$ cat config.mk
export PLATFORM = sky130hd
export DESIGN_NAME = fp_add_sched
export DESIGN_NICKNAME = d
export VERILOG_FILES = /design/src/rtl/fp_sched_pkg.sv /design/src/rtl/fp_add_sched_arb.sv /design/src/rtl/fp_add_sched_core.sv /design/src/rtl/fp_add_sched.sv
export SDC_FILE = /design/constraint.sdc
export NUM_CORES = 1
export LEC_CHECK = 0
export BUFFER_PORTS_ARGS = -buffer_cell sky130_fd_sc_hd__clkbuf_2
export CORE_UTILIZATION = 50
export CTS_CLUSTER_SIZE = 10
export DETAILED_ROUTE_END_ITERATION = 6
export PLACE_DENSITY = 0.72
export SETUP_SLACK_MARGIN = 0.1
export SYNTH_ARGS = -nofsm -noshare
export SYNTH_HDL_FRONTEND = slang
export SYNTH_HIERARCHICAL = 1
export SYNTH_SLANG_ARGS = --single-unit
$ cat constraint.sdc
create_clock -name clk -period 27.8 [get_ports clk]
set_input_delay 0 -clock clk [delete_from_list [all_inputs] [get_ports clk]]
set_output_delay 0 -clock clk [all_outputs]
set_load 0.03 [all_outputs]
$ cat src/rtl/fp_sched_pkg.sv
// rtl/fp_sched_pkg.sv - shared types and constants for the FP32 add scheduler
// Purpose: FP32 field positions, the fp32_t word type and the tag width helper.
package fp_sched_pkg;

    localparam int FP_W    = 32;
    localparam int FP_SIGN = 31;

    typedef logic [FP_W-1:0] fp32_t;

    // Tag width for n requesters; a single requester still gets a 1-bit tag.
    function automatic int id_width(input int n);
        return (n <= 1) ? 1 : $clog2(n);
    endfunction

endpackage

$ cat src/rtl/fp_add_sched_arb.sv
// rtl/fp_add_sched_arb.sv - round-robin arbiter for the FP32 add scheduler
// Purpose: pick the first requester at or above ptr (mod N).
// Ports: req (N requests), ptr (search start), en (grant enable),
//        gnt (one-hot grant, zero when en is low), idx (winner index).
module rr_arbiter #(
    parameter int N   = 4,
    parameter int IDW = 2
) (
    input  logic [N-1:0]   req,
    input  logic [IDW-1:0] ptr,
    input  logic           en,
    output logic [N-1:0]   gnt,
    output logic [IDW-1:0] idx
);

    logic found;

    always_comb begin
        gnt   = '0;
        idx   = '0;
        found = 1'b0;
        for (int k = 0; k < N; k++) begin
            if (!found && req[(int'(ptr) + k) % N]) begin
                found = 1'b1;
                idx   = IDW'((int'(ptr) + k) % N);
            end
        end
        if (en && found) begin
            gnt[idx] = 1'b1;
        end
    end

endmodule

$ cat src/rtl/fp_add_sched_core.sv
// rtl/fp_add_sched_core.sv - combinational FP32 adder core
// Purpose: sum = a + b, round to nearest even; subnormal inputs and
//          results flush to zero, overflow saturates to infinity.
// Ports: a, b (FP32 operands), sum (FP32 result).
module fp32_add_core
    import fp_sched_pkg::*;
(
    input  fp32_t a,
    input  fp32_t b,
    output fp32_t sum
);

    fp32_t       x, y;
    logic [23:0] mx, my;
    logic [7:0]  d;
    logic [26:0] my_ext, my_sh;
    logic        sticky;
    logic [27:0] s;
    logic [4:0]  pos, lsh;
    logic [26:0] n;
    logic [9:0]  e, e_out;
    logic        rnd_up;
    logic [24:0] r;

    always_comb begin
        // Larger magnitude first so the mantissa difference never goes negative.
        if (b[30:0] > a[30:0]) begin
            x = b;
            y = a;
        end else begin
            x = a;
            y = b;
        end
        mx = (x[30:23] == 8'd0) ? 24'd0 : {1'b1, x[22:0]};
        my = (y[30:23] == 8'd0) ? 24'd0 : {1'b1, y[22:0]};
        d  = x[30:23] - y[30:23];

        // Three extra low bits carry guard, round and sticky through alignment.
        my_ext = {my, 3'b000};
        if (d > 8'd26) begin
            my_sh  = '0;
            sticky = |my;
        end else begin
            my_sh  = my_ext >> d;
            sticky = |(my_ext & ((27'd1 << d) - 27'd1));
        end
        my_sh[0] = my_sh[0] | sticky;

        if (x[FP_SIGN] == y[FP_SIGN]) begin
            s = {1'b0, mx, 3'b000} + {1'b0, my_sh};
        end else begin
            s = {1'b0, mx, 3'b000} - {1'b0, my_sh};
        end

        e   = {2'b00, x[30:23]};
        pos = 5'd0;
        for (int i = 0; i < 27; i++) begin
            if (s[i]) begin
                pos = 5'(i);
            end
        end
        lsh = 5'd26 - pos;
        if (s[27]) begin
            n = {s[27:2], s[1] | s[0]};
            e = e + 10'd1;
        end else begin
            n = s[26:0] << lsh;
            e = e - {5'd0, lsh};
        end

        rnd_up = n[2] & (n[1] | n[0] | n[3]);
        r      = {1'b0, n[26:3]} + {24'd0, rnd_up};
        e_out  = e + {9'd0, r[24]};

        if (x[30:23] == 8'hFF) begin
            sum = (y[30:23] == 8'hFF && x[FP_SIGN] != y[FP_SIGN]) ? 32'h7FC0_0000 : x;
        end else if (s == 28'd0) begin
            sum = {x[FP_SIGN] & y[FP_SIGN], 31'd0};
        end else if (e_out[9] || e_out == 10'd0) begin
            sum = {x[FP_SIGN], 31'd0};
        end else if (e_out >= 10'd255) begin
            sum = {x[FP_SIGN], 8'hFF, 23'd0};
        end else begin
            sum = {x[FP_SIGN], e_out[7:0], r[24] ? r[23:1] : r[22:0]};
        end
    end

endmodule

$ cat src/rtl/fp_add_sched.sv
// rtl/fp_add_sched.sv - round-robin scheduler sharing one FP32 add/sub core
// Purpose: N requesters share one adder through issue (S1) and result (S2) stages.
// Ports: clk, reset (sync, active high); req_valid/req_ready/req_a/req_b/req_op
//        per requester; res_valid/res_ready/res_data/res_id result channel; busy.
module fp_add_sched
    import fp_sched_pkg::*;
#(
    parameter int N   = 4,
    parameter int IDW = id_width(N)
) (
    input  logic              clk,
    input  logic              reset,
    input  logic [N-1:0]      req_valid,
    output logic [N-1:0]      req_ready,
    input  logic [N*FP_W-1:0] req_a,
    input  logic [N*FP_W-1:0] req_b,
    input  logic [N-1:0]      req_op,
    output logic              res_valid,
    input  logic              res_ready,
    output logic [FP_W-1:0]   res_data,
    output logic [IDW-1:0]    res_id,
    output logic              busy
);

    logic           s1_valid_q, s1_valid_d;
    fp32_t          s1_a_q, s1_a_d, s1_b_q, s1_b_d;
    logic [IDW-1:0] s1_id_q, s1_id_d;
    logic           res_valid_q, res_valid_d;
    fp32_t          res_data_q, res_data_d;
    logic [IDW-1:0] res_id_q, res_id_d;
    logic [IDW-1:0] rr_ptr_q, rr_ptr_d;

    logic           advance, can_accept, accept;
    logic [N-1:0]   gnt;
    logic [IDW-1:0] win_idx;
    fp32_t          win_a, win_b, core_sum;

    assign advance    = !res_valid_q || res_ready;
    assign can_accept = !s1_valid_q || advance;

    rr_arbiter #(.N(N), .IDW(IDW)) u_arb (
        .req (req_valid),
        .ptr (rr_ptr_q),
        .en  (can_accept && !reset),
        .gnt (gnt),
        .idx (win_idx)
    );

    assign req_ready = gnt;
    assign accept    = |(req_valid & gnt);
    assign win_a     = req_a[int'(win_idx)*FP_W +: FP_W];
    // Subtraction is an add with B's sign flipped before it enters S1.
    assign win_b     = req_b[int'(win_idx)*FP_W +: FP_W] ^ {req_op[win_idx], 31'd0};

    fp32_add_core u_core (
        .a   (s1_a_q),
        .b   (s1_b_q),
        .sum (core_sum)
    );

    always_comb begin
        s1_valid_d  = s1_valid_q;
        s1_a_d      = s1_a_q;
        s1_b_d      = s1_b_q;
        s1_id_d     = s1_id_q;
        res_valid_d = res_valid_q;
        res_data_d  = res_data_q;
        res_id_d    = res_id_q;
        rr_ptr_d    = rr_ptr_q;

        if (advance) begin
            res_valid_d = s1_valid_q;
            res_data_d  = core_sum;
            res_id_d    = s1_id_q;
        end

        if (accept) begin
            s1_valid_d = 1'b1;
            s1_a_d     = win_a;
            s1_b_d     = win_b;
            s1_id_d    = win_idx;
            rr_ptr_d   = (int'(win_idx) == N - 1) ? '0 : win_idx + IDW'(1);
        end else if (advance) begin
            s1_valid_d = 1'b0;
        end
    end

    always_ff @(posedge clk) begin
        if (reset) begin
            s1_valid_q  <= 1'b0;
            s1_a_q      <= '0;
            s1_b_q      <= '0;
            s1_id_q     <= '0;
            res_valid_q <= 1'b0;
            res_data_q  <= '0;
            res_id_q    <= '0;
            rr_ptr_q    <= '0;
        end else begin
            s1_valid_q  <= s1_valid_d;
            s1_a_q      <= s1_a_d;
            s1_b_q      <= s1_b_d;
            s1_id_q     <= s1_id_d;
            res_valid_q <= res_valid_d;
            res_data_q  <= res_data_d;
            res_id_q    <= res_id_d;
            rr_ptr_q    <= rr_ptr_d;
        end
    end

    assign res_valid = res_valid_q;
    assign res_data  = res_data_q;
    assign res_id    = res_id_q;
    assign busy      = s1_valid_q | res_valid_q;

endmodule

==> run summary <==
Cell Area, Synth - 0.0187 sq mm
Final worst-path cycle share - 0.695
Share of layout cells above drive strength 1 - 0.190
Global route overflow - 0
Slew Limit Fails - 0
CP endpoint - res_data[1]
CTS Buf Count - 9
Clock Latency Late Sink - 370 ps
Clock sinks - 104
Avg Inst Size Synth - 7.07 sq um
Ys flop type - dfxtp_1
Routed wire per std cell - 25.8 um
Placed wire-length estimate - 67.2 mm
Post-synth top area share - 0.111
Cells after Synth - 2645
Vias in the first global route - 21.1k
Pin count of the biggest net entering global routing - 79
Total track usage - 0.432
Core area - 0.0367 sq mm
Critical Path Source - s1_a_q[23]
CP max-delay cell - o211a_2
Initial Utilization - 0.509
Worst clock skew - 11.1 ps
Largest buffer count on any clock path - 2
Layout area overhead - 9.28%
GPL Wtd Cong - 1.04
Startpoint Class - flip-flop
CTS H-tree lvls - 3
Synth top area cells - dfxtp_1 11%, mux4_2 8.8%, a21oi_1 7.5%
Rel. slew slack - 0.185
Fin crit period - 19330 ps
Number of synthesized register bits - 104
Drt first pass iters - 6
Reg2reg path depth - 58
Die height - 195 um
Status - complete, no violations
Via count - 23.0k
Nets - 3156
Vias per Instance - 7.04
Initial antenna violation count - 6
Worst Hold Class - input pin to flip-flop
R2R setup slack - 8470 ps
Final setup fails - 0
Most frequent CP cell - nor2_1
Post-layout util - 0.557
Seq/Total Area, Yosys - 0.111
Syn. warnings - 6
Synth area leader - dfxtp_1
Number of port buffers - 306
Crit Path Class - flip-flop to flip-flop
CP Data Required Time - 28100 ps
Rows - 70
Post-CTS Setup Inserts - 0
Total of max-cap violations - 0
Die X - 195 um
Fmax - 0.0517 GHz
Final Hold Fails - 0
Nature of the critical path endpoint - flip-flop
EDFF count, synth - 0
CTS tree - done
Clk pin slew, worst setup/hold paths - 80 ps
RSZ-0062 raised after global routing - false
First-pass GRT wire length - 127 mm
Fill count - 3605
DR iter-0 viols - 3157
Reg-to-reg startpoint - s1_a_q[23]
Worst path arrival time - 19630 ps
Measured slew at the worst slew-check pin - 1220 ps
Die area - 0.0382 sq mm
Total I/O pin count - 307
DR DRC count - 0
Async S/R FF share, synth - 0
Post-Route WL - 84.3 mm
Clock root buffer - clkbuf_16
Final ANT Viol Nets - 0
Synth Net Count - 3008
Worst Hold Depth - 4
Crit Path Max Fanout - 50
TNS Setup - 0 ps
CP peak stage delay - 790 ps
Synth cell types - 125
Worst flop-to-flop path endpoint - res_data[1]
sequential cells by signal, summed over array words and instances (netlist names):
signal / cells
s1_a_q: 32
s1_id_q: 2
res_id: 2
s1_valid_q: 1
s1_b_q: 32
rr_ptr_q: 2
res_data: 32
res_valid: 1
per-stage QoR:
| stage | setup slack, ps | hold WS (ps) | cells | cell area [sq um] |
|---|---|---|---|---|
| floorplan | 12940 | 337 | 2645 | 18700 |
| CTS | 9000 | 114 | 3266 | 20400 |
| global route | 6970 | 129 | 3269 | 20400 |
| detailed placement | 9050 | 384 | 3249 | 20100 |
| finish | 8470 | 124 | 3271 | 20400 |
| global placement | 9700 | 377 | 3249 | 20100 |
logic make-up (layout without fill, tap and decap cells):
logic type | Yosys count | after routing | synth area share
simple gates | 1011 | 1011 | 0.262
other cells | 0 | 5 | 0
buf+inv | 308 | 461 | 0.0726
flops | 104 | 104 | 0.111
fa+ha+maj | 96 | 96 | 0.0651
compound gates | 884 | 884 | 0.313
xor+xnor | 74 | 74 | 0.0351
mux | 168 | 168 | 0.141
final cells by class:
type | instances | area (sq um) | area share
Antenna cell | 5 | 12.5 | 0.000613
Clock buffer | 9 | 225 | 0.0110
Clock inverter | 7 | 71.3 | 0.00349
Inverter | 106 | 400 | 0.0196
Multi-Input combinational cell | 2233 | 15300 | 0.747
Sequential cell | 104 | 2080 | 0.102
Tap cell | 468 | 586 | 0.0287
Timing Repair Buffer | 339 | 1780 | 0.0873
per-layer routing:
layer / GRT usage / wire length, um / up-vias
met1: 0.539 / 31500 / 10900
li1: - / - / 10200
met4: 0.328 / 7250 / 2
met3: 0.0729 / 8710 / 326
met2: 0.668 / 36700 / 1580
met5: 0 / 18 / -
critical path, delay by kind of cell (launching register included):
kind                     cells  cell delay (ps)
XOR/XNOR                     1              130
adder cells (fa/ha/maj)      6             2060
flip-flops                   1              430
AO/OA/AOI/OAI               24             6680
AND/OR/NAND/NOR             22             7700
buffers and inverters        5             2170
cell usage in the layout, fill, tap and decap left out, types with 29 or more instances in the layout:
cell / instances
nand2b_1: 35
nand4_1: 40
dfxtp_1: 104
a211oi_1: 31
mux2i_1: 69
nor3_1: 67
nand3_1: 141
ha_1: 93
buf_4: 33
o21ai_1: 53
xnor2_1: 51
nor2_1: 262
a21oi_1: 280
o22ai_1: 29
mux4_2: 73
a21o_1: 36
o21ai_0: 127
o211ai_1: 40
a31oi_1: 29
inv_1: 101
clkbuf_2: 305
nand2_1: 280
Yosys cell counts, types with 19 or more instances:
library cell  count
o21ai_0         127
nor2_1          262
nor2b_1          24
a211oi_1         31
nand2_1         280
nand4_1          40
inv_1           101
a21oi_1         280
xor2_1           22
buf_2            44
nor3_1           67
mux2i_1          69
clkbuf_1        119
nor4_1           27
o211ai_1         40
or3_1            21
and3_1           25
o21a_1           19
xnor2_1          51
ha_1             94
o21ai_1          53
nand3_1         141
and2_1           23
mux2_2           24
mux4_2           73
a31oi_1          29
o22ai_1          29
a21o_1           36
nand2b_1         35
dfxtp_1         104
worst min-delay path by stage:
stage / from / end / slack [ps]
floorplan: res_ready / res_data[31] / 340
global placement: reset / res_data[13] / 380
detailed placement: reset / res_data[2] / 380
CTS: req_a[99] / s1_a_q[3] / 110
global route: req_a[99] / s1_a_q[3] / 130
finish: req_a[66] / s1_a_q[2] / 120
what timing repair did:
item	CTS	global route
hold endpoints to repair	10	0
resized for setup	0	0
setup endpoints to repair	0	0
hold buffers	1	0
Power is not shown: default switching activity piles up to over one toggle a cycle in this logic, so the estimate is an artifact.
